File: config.mk
export PLATFORM = sky130hd
export DESIGN_NAME = pio_cfg_sequencer
export DESIGN_NICKNAME = d
export VERILOG_FILES = /design/src/rtl/pio_cfg_sequencer.sv
export SDC_FILE = /design/constraint.sdc
export NUM_CORES = 1
export LEC_CHECK = 0
export CAP_MARGIN = 20
export CORE_MARGIN = 2
export CORE_UTILIZATION = 40
export CTS_CLUSTER_SIZE = 10
export DETAILED_ROUTE_END_ITERATION = 12
export PLACE_DENSITY = 0.72
export SLEW_MARGIN = 20
export SYNTH_ARGS = -nofsm -noshare
export SYNTH_HDL_FRONTEND = slang
export SYNTH_SLANG_ARGS = --single-unit
File: constraint.sdc
create_clock -name clk -period 3.4 [get_ports clk]
set_input_delay 0.51 -clock clk [delete_from_list [all_inputs] [get_ports clk]]
set_output_delay 0.51 -clock clk [all_outputs]
set_load 0.05 [all_outputs]
File: src/rtl/pio_cfg_sequencer.sv
// pio_cfg_sequencer
// Walks a configuration script held in an external synchronous ROM/RAM and
// replays it onto the pio command port, one single-cycle action per entry.
// PUSH/PULL entries are held off while the addressed FIFO is full/empty,
// with a bounded wait that raises a sticky error.
//
// Ports
//   clk, reset           clock, synchronous active-high reset
//   start, abort         launch script at address 0 / stop and return to idle
//   busy, done, err      running, end-of-script pulse, wait-timeout flag
//   script_addr          registered script read address
//   script_data          entry {last, action[3:0], mindex[1:0], index[4:0], data[31:0]}
//   pio_action/index/mindex/din   pio command port
//   pio_full, pio_empty  per-machine TX full / RX empty flags
//
// state  | meaning
// -------+--------------------------------------------------------------
// IDLE   | waiting for start
// FETCH  | script_addr stable, ROM reading
// DECODE | script_data valid; choose DELAY / WAIT / ISSUE / next entry
// WAIT   | PUSH/PULL held off by FIFO flag, timeout running
// ISSUE  | pio_action driven for exactly this cycle
// GAP    | NONE for GAP cycles after an issued action
// DELAY  | NONE for the count carried in a NONE entry
module pio_cfg_sequencer #(
    parameter int ADDR_W  = 6,
    parameter int GAP     = 2,
    parameter int TIMEOUT = 1024
) (
    input  logic              clk,
    input  logic              reset,
    input  logic              start,
    input  logic              abort,
    output logic              busy,
    output logic              done,
    output logic              err,
    output logic [ADDR_W-1:0] script_addr,
    input  logic [43:0]       script_data,
    output logic [3:0]        pio_action,
    output logic [4:0]        pio_index,
    output logic [1:0]        pio_mindex,
    output logic [31:0]       pio_din,
    input  logic [3:0]        pio_full,
    input  logic [3:0]        pio_empty
);

    typedef enum logic [2:0] {
        S_IDLE, S_FETCH, S_DECODE, S_WAIT, S_ISSUE, S_GAP, S_DELAY
    } state_t;

    localparam logic [3:0] A_NONE = 4'd0;
    localparam logic [3:0] A_PULL = 4'd3;
    localparam logic [3:0] A_PUSH = 4'd4;

    localparam int TO_W = $clog2(TIMEOUT + 1);
    localparam logic [TO_W-1:0] TO_LAST  = TO_W'(TIMEOUT - 1);
    localparam logic [15:0]     GAP_LOAD = (GAP > 0) ? 16'(GAP - 1) : 16'd0;

    state_t            state_q, state_d;
    logic [ADDR_W-1:0] addr_q, addr_d;
    logic [3:0]        act_q, act_d;
    logic [4:0]        idx_q, idx_d;
    logic [1:0]        mi_q, mi_d;
    logic [31:0]       din_q, din_d;
    // Entry parked in WAIT; the visible command registers only change on
    // entry to ISSUE so they stay stable between issues.
    logic [3:0]        pend_act_q, pend_act_d;
    logic [4:0]        pend_idx_q, pend_idx_d;
    logic [1:0]        pend_mi_q, pend_mi_d;
    logic [31:0]       pend_din_q, pend_din_d;
    logic              last_q, last_d;
    logic [15:0]       cnt_q, cnt_d;
    logic [TO_W-1:0]   wait_q, wait_d;
    logic              err_q, err_d;

    logic              ent_last;
    logic [3:0]        ent_act;
    logic [1:0]        ent_mi;
    logic [4:0]        ent_idx;
    logic [31:0]       ent_data;
    logic              ent_stall;
    logic              pend_stall;
    logic              step;

    assign ent_last = script_data[43];
    assign ent_act  = script_data[42:39];
    assign ent_mi   = script_data[38:37];
    assign ent_idx  = script_data[36:32];
    assign ent_data = script_data[31:0];

    assign ent_stall  = ((ent_act == A_PUSH) && pio_full[ent_mi]) ||
                        ((ent_act == A_PULL) && pio_empty[ent_mi]);
    assign pend_stall = (pend_act_q == A_PUSH) ? pio_full[pend_mi_q] : pio_empty[pend_mi_q];

    always_comb begin
        state_d    = state_q;
        addr_d     = addr_q;
        act_d      = act_q;
        idx_d      = idx_q;
        mi_d       = mi_q;
        din_d      = din_q;
        pend_act_d = pend_act_q;
        pend_idx_d = pend_idx_q;
        pend_mi_d  = pend_mi_q;
        pend_din_d = pend_din_q;
        last_d     = last_q;
        cnt_d      = cnt_q;
        wait_d     = wait_q;
        err_d      = err_q;
        done       = 1'b0;
        step       = 1'b0;

        if (abort) begin
            state_d = S_IDLE;
        end else begin
            case (state_q)
                S_IDLE: begin
                    if (start) begin
                        state_d = S_FETCH;
                        addr_d  = '0;
                        err_d   = 1'b0;
                    end
                end
                S_FETCH: state_d = S_DECODE;
                S_DECODE: begin
                    last_d = ent_last;
                    if (ent_act == A_NONE) begin
                        if (ent_data[15:0] == 16'd0) begin
                            step = 1'b1;
                        end else begin
                            state_d = S_DELAY;
                            cnt_d   = ent_data[15:0] - 16'd1;
                        end
                    end else if (ent_stall) begin
                        state_d    = S_WAIT;
                        wait_d     = '0;
                        pend_act_d = ent_act;
                        pend_idx_d = ent_idx;
                        pend_mi_d  = ent_mi;
                        pend_din_d = ent_data;
                    end else begin
                        state_d = S_ISSUE;
                        act_d   = ent_act;
                        idx_d   = ent_idx;
                        mi_d    = ent_mi;
                        din_d   = ent_data;
                    end
                end
                S_WAIT: begin
                    if (!pend_stall) begin
                        state_d = S_ISSUE;
                        act_d   = pend_act_q;
                        idx_d   = pend_idx_q;
                        mi_d    = pend_mi_q;
                        din_d   = pend_din_q;
                    end else if (wait_q == TO_LAST) begin
                        err_d   = 1'b1;
                        state_d = S_IDLE;
                    end else if (wait_q != '1) begin
                        wait_d = wait_q + TO_W'(1);
                    end
                end
                S_ISSUE: begin
                    if (GAP == 0) begin
                        step = 1'b1;
                    end else begin
                        state_d = S_GAP;
                        cnt_d   = GAP_LOAD;
                    end
                end
                S_GAP, S_DELAY: begin
                    if (cnt_q == 16'd0) begin
                        step = 1'b1;
                    end else begin
                        cnt_d = cnt_q - 16'd1;
                    end
                end
                default: state_d = S_IDLE;
            endcase

            // Zero-cycle NEXT decision; the top address ends the script
            // rather than wrapping back to 0.
            if (step) begin
                if (last_d || (addr_q == {ADDR_W{1'b1}})) begin
                    done    = 1'b1;
                    state_d = S_IDLE;
                end else begin
                    addr_d  = addr_q + ADDR_W'(1);
                    state_d = S_FETCH;
                end
            end
        end
    end

    always_ff @(posedge clk) begin
        if (reset) begin
            state_q    <= S_IDLE;
            addr_q     <= '0;
            act_q      <= '0;
            idx_q      <= '0;
            mi_q       <= '0;
            din_q      <= '0;
            pend_act_q <= '0;
            pend_idx_q <= '0;
            pend_mi_q  <= '0;
            pend_din_q <= '0;
            last_q     <= 1'b0;
            cnt_q      <= '0;
            wait_q     <= '0;
            err_q      <= 1'b0;
        end else begin
            state_q    <= state_d;
            addr_q     <= addr_d;
            act_q      <= act_d;
            idx_q      <= idx_d;
            mi_q       <= mi_d;
            din_q      <= din_d;
            pend_act_q <= pend_act_d;
            pend_idx_q <= pend_idx_d;
            pend_mi_q  <= pend_mi_d;
            pend_din_q <= pend_din_d;
            last_q     <= last_d;
            cnt_q      <= cnt_d;
            wait_q     <= wait_d;
            err_q      <= err_d;
        end
    end

    assign busy        = (state_q != S_IDLE);
    assign err         = err_q;
    assign script_addr = addr_q;
    assign pio_action  = (state_q == S_ISSUE) ? act_q : A_NONE;
    assign pio_index   = idx_q;
    assign pio_mindex  = mi_q;
    assign pio_din     = din_q;

endmodule
=== After elaboration in Yosys (flattened, before gate mapping) ===
Index checks and enable logic that the tools add are counted.
W data, S select, Z words.

* Input bits: 56
* Word-level logic and storage cells: 133
* Register bits after elaboration: 124
* Output and inout port bits: 52

* $lt $le $gt $ge: 2
* Reductions and logical operators: 20
* Muxes and demuxes: 63
* Equal/unequal tests: 28
* Add/subtract/negate cells: 4
* Bitwise operators: 2

{| class="wikitable"
|+ Operators by type and width
! kind !! number
|-
| $mux W32 || 3
|-
| $pmux W32 S2 || 1
|-
| $mux W11 || 5
|-
| $mux W16 || 3
|-
| $pmux W16 S3 || 1
|-
| $logic_not A16 Y1 || 2
|-
| $sub A16 B1 Y16 const B || 2
|-
| $ne A2 B2 Y1 const B || 13
|-
| $mux W6 || 4
|-
| $pmux W11 S2 || 1
|-
| $mux W3 || 7
|-
| $mux W1 || 18
|-
| $pmux W3 S6 || 1
|-
| $mux W4 || 4
|-
| $mux W5 || 3
|-
| $reduce_and A5 Y1 || 3
|-
| $add A11 B1 Y11 const B || 1
|-
| $eq A11 B10 Y1 const B || 1
|-
| $ne A11 B11 Y1 const B || 1
|-
| $pmux W5 S2 || 1
|-
| $eq A3 B3 Y1 const B || 3
|-
| $bmux W1 S2 || 4
|-
| $eq A4 B3 Y1 const B || 2
|-
| $ne A4 B4 Y1 const B || 2
|-
| other kinds (21) || 33
|}

=== Longest topological paths before layout ===
* Word-level depth: 8
* Gate-level depth with buffers: 13
* Depth with buffers taken out: 11

=== Worst setup path before layout ===
OpenSTA, ideal clock, no wires.

* Kind: reg2out
* Start point: register addr_q[1] (netlist: script_addr[1])
* End point: output port done
* Required time: 2890 ps
* Buffers on the path: 0
* Cell stages (with the launch flop): 5
* Arrival: 2811 ps
* Setup slack: 79 ps
* Cell sequence: dfxtp_1 -> ha_1 -> nand3_1 -> o21ai_0 -> nor3b_1

* Longest elaborated chain between the ends: 5

{| class="wikitable"
|+ Ends and longest elaborated chain
! item !! line !! RTL
|-
| from (decl) || 60 || <nowiki>logic [ADDR_W-1:0] addr_q, addr_d;</nowiki>
|-
| from (signal assigned) || 213 || <nowiki>addr_q <= addr_d;</nowiki>
|-
| $eq A6 B6 Y1 || 184 || <nowiki>if (last_d || (addr_q == {ADDR_W{1'b1}})) begin</nowiki>
|-
| $logic_or A1 B1 Y1 || 184 ||
|-
| $mux W1 || 184 ||
|-
| $mux W1 || 183 || <nowiki>if (step) begin</nowiki>
|-
| $mux W1 || 113 || <nowiki>if (abort) begin</nowiki>
|-
| to (decl) || 35 || <nowiki>output logic done,</nowiki>
|}

No other way between the ends.

=== Worst setup path in the final report ===
* Start point: input port script_data[4]
* End point: output port done

* Longest elaborated chain between the ends: 7

{| class="wikitable"
|+ Ends and longest elaborated chain
! item !! line !! RTL
|-
| from (decl) || 38 || <nowiki>input logic [43:0] script_data,</nowiki>
|-
| $logic_not A16 Y1 || 128 || <nowiki>if (ent_data[15:0] == 16'd0) begin</nowiki>
|-
| $mux W1 || 128 ||
|-
| $mux W1 || 127 || <nowiki>if (ent_act == A_NONE) begin</nowiki>
|-
| $pmux W1 S2 || 116 || <nowiki>case (state_q)</nowiki>
|-
| $mux W1 || 113 ||
|-
| $mux W1 || 183 ||
|-
| $mux W1 || 113 ||
|}

No other way between the ends. The select of a mux whose other input is x is not followed.

==> out/results.ini <==
[run_status]
outcome = finished clean

[global_route]
antenna_found_initial = 1
grt.total_usage_pct = 23.0
grt_max_degree = 55
grt_use_met1_pct = 31.6
grt_overflow_total = 0
use_met3_pct = 5.70
grt_first_pass_wirelength_mm = 30.5
grt_pass1_vias = 5894
grt.busiest_layer = met2
grtUsageMet2_pct = 35.5

[timing]
final.min_clock_period_ps = 3130
grt_setup_unrepaired = no
post-route-period-util_pct = 92.1
fmax_mhz = 319
setup_viol = 0
slew_violations = 0
clock-skew-final_ps = 8.79
relSlewSlack_pct = 49.6
hold_viol = 0
setup-tns-final_ps = 0
tightest_slew_ps = 749

[cells_and_area]
drive_gt1_share_pct = 10.3
seq_area_sq_mm = 0.00248
num-fill-cells = 1401
fin_util_pct = 54.4
synthToLayoutAreaGrowth_pct = 32.3
multi_input_area_sq_mm = 0.00352
final_nets = 957

[power]
peakVddDrop_v = 0.000337
leakage_nw = 2.78
combPwrFrac_pct = 8.5
p_switching_mw = 0.865
p_seq_share_pct = 41.9
pwr-share-clk_pct = 49.6
p_int_mw = 2.63
p_total_mw = 3.50
p_per_area_mw_per_mm2 = 422
swShare_pct = 24.7

[clock_tree]
clockRootBuffer = clkbuf_16
clkTransAtPathRegs_ps = 60
cts_setup_buffers = 0
h-tree-depth = 4
clkSinkCount = 124
insertion_delay_ps = 420
cts_buffer_depth = 2
tritoncts = built
ctsHoldBuffers = 0
cts_buffers = 17
cts-resized-gates = 0

[floorplanning]
initial_utilization_pct = 41.1
coreArea_sq_mm = 0.0153
rows = 45
dieWidth_um = 129
die_area_sq_mm = 0.0167
die-height_um = 129
ios = 108

[critical_path]
cp-end-kind = primary output
critPathSlowestCell = or4_1
cp_cell_sequence = clkdlybuf4s50_1, or4_1, nor4_4, a32oi_1, nor3b_1, buf_4, buf_12
crit_required_ps = 2890
cp-start-kind = input pin
cpLargestDelayFamily = simple AND/OR/NAND/NOR gates
critPathKind = in2out
max_stage_delay_ps = 650
worstPathArrival_ps = 2620
path_max_fanout = 6
crit_buf_inv = 3

[placed_design]
dp_hpwl_mm = 12.9
place_congestion = 0.895
port_buffers = 107

[routing]
drcViolationCount = 0
wirelength_mm = 18.9
viasPerCell = 5.61
drtIter0Drc = 548
first_pass_iters = 5
num_vias = 6303
wl_per_cell_um = 16.8
ant_nets = 0

[synthesis]
synthArstFlopShare_pct = 0
synth_edf_count = 0
ys_seq_area_share_pct = 39.6
syn_inst = 789
synth_seq_cells = 124
synth_nets = 848
ys_dominant_reg_cell = dfxtp_1
syn_area_sq_mm = 0.00627
syn_avg_cell_area_sq_um = 7.95
synth.distinct_cells = 66
synth_warnings = 0

[worst_hold_path]
hp-class = reg2reg

[job]
maxCapViolCount = 0

==> worst paths after layout <==
path / cells past startpoint / start / slack, ps / to
setup / recovery: 7 / script_data[4] / 270 / done
hold / removal: 2 / pend_din_q[29] / 450 / pend_din_q[29]
setup reg to reg: 10 / state_q[0] / 480 / cnt_q[14]
hold reg to reg: 2 / pend_din_q[29] / 450 / pend_din_q[29]
==> power by group through the flow <==
stage | clock network, mW | registers (mW) | logic (mW)
final | 1.74 | 1.47 | 0.296
after global routing | 1.82 | 1.47 | 0.318
after CTS | 1.76 | 1.47 | 0.295
after detailed placement | 0 | 1.50 | 0.293
after global placement | 0 | 1.50 | 0.294
after floorplan | 0 | 1.52 | 0.118
==> kinds of logic after synthesis <==
logic type               count (synthesis)  share of synthesized area [%]
AND/OR/NAND/NOR                        325                           25.5
AO/OA/AOI/OAI                          237                           24.3
flip-flops                             124                           39.6
buffers and inverters                   67                           4.37
XOR/XNOR                                24                           3.35
multiplexers                             9                           2.27
adder cells (fa/ha/maj)                  3                          0.599
==> area by class of cell <==
| type | count | share of cell area, % |
|---|---|---|
| Multi-Input combinational cell | 598 | 42.5 |
| Antenna cell | 2 | 0.0603 |
| Timing Repair Buffer | 145 | 16.9 |
| Inverter | 12 | 0.543 |
| Tap cell | 211 | 3.18 |
| Sequential cell | 124 | 29.9 |
| Clock inverter | 13 | 1.43 |
| Clock buffer | 19 | 5.46 |
==> synthesized netlist by cell type, drive strengths merged (4+ instances only) <==
cell,n,area [sq um]
dfxtp,124,2480
nand2,112,423
nor2,80,300
a21oi,69,345
o21ai,64,320
a211oi,49,378
or3,46,288
clkbuf,44,165
xnor2,18,158
nand3,15,80.1
nor3,13,65.1
and3,12,75.1
inv,12,45.0
buf,11,63.8
nor4,9,77.6
a2111oi,7,88.8
or4,7,56.3
xor2,6,52.6
a22o,5,43.8
and4,5,43.8
nand4,5,31.3
nor3b,5,42.5
a21boi,4,33.8
a31oi,4,25.0
mux4,4,90.1
nor4b,4,35.0
o2111ai,4,35.0
o211ai,4,30.0
o21a,4,30.0
==> metal layers <==
layer / up-vias / part of all wire, %
met5: - / 0.037
met4: 2 / 1.8
met3: 32 / 7.8
met2: 216 / 46
met1: 2976 / 44
li1: 3077 / -
==> sequential cells by signal, summed over array words and instances, names as in the netlist, 2 cells and up <==
| register | count |
|---|---|
| pend_din_q | 32 |
| pio_index | 5 |
| script_addr | 6 |
| act_q | 4 |
| pend_idx_q | 5 |
| pio_din | 32 |
| cnt_q | 16 |
| pend_mi_q | 2 |
| pend_act_q | 4 |
| wait_q | 11 |
| state_q | 3 |
| pio_mindex | 2 |
==> per-stage QoR <==
| step | area, sq um | hold WS [ps] | worst slack (ps) | instances |
|---|---|---|---|---|
| 2_1_floorplan | 6270 | 432 | 78.9 | 789 |
| 3_3_place_gp | 7720 | 437 | 312 | 1090 |
| 3_5_place_dp | 7720 | 442 | 286 | 1090 |
| 4_1_cts | 8290 | 450 | 274 | 1122 |
| 5_1_grt | 8290 | 465 | 207 | 1122 |
| 6_report | 8290 | 450 | 269 | 1124 |
==> placed cells by master, fill, tap and decap left out, types with 4 or more instances in the layout <==
| master | count |
|---|---|
| a211oi_1 | 47 |
| a21oi_1 | 69 |
| a22o_1 | 5 |
| a31oi_1 | 4 |
| and3_1 | 12 |
| and4_1 | 5 |
| buf_12 | 4 |
| buf_4 | 36 |
| clkbuf_16 | 17 |
| clkdlybuf4s50_1 | 105 |
| clkinv_4 | 4 |
| clkinvlp_4 | 4 |
| dfxtp_1 | 124 |
| inv_1 | 11 |
| mux4_2 | 4 |
| nand2_1 | 111 |
| nand3_1 | 14 |
| nand4_1 | 5 |
| nor2_1 | 79 |
| nor3_1 | 13 |
| nor3b_1 | 4 |
| nor4_1 | 7 |
| nor4b_1 | 4 |
| o2111ai_1 | 4 |
| o211ai_1 | 4 |
| o21a_1 | 4 |
| o21ai_0 | 59 |
| o21ai_1 | 5 |
| or3_1 | 46 |
| or4_1 | 6 |
| xnor2_1 | 18 |
| xor2_1 | 6 |
==> worst reg2reg max path, stage by stage (launching register included) <==
cell and delay (ps):
dfxtp_1 350, xor2_1 230, nand2_1 170, a21oi_1 240, ha_1 260, inv_1 70
or4_1 580, a2111oi_2 430, xnor2_1 170, o32ai_1 100, a22o_1 230
No activity file was read; power rests on OpenSTA's default activity.
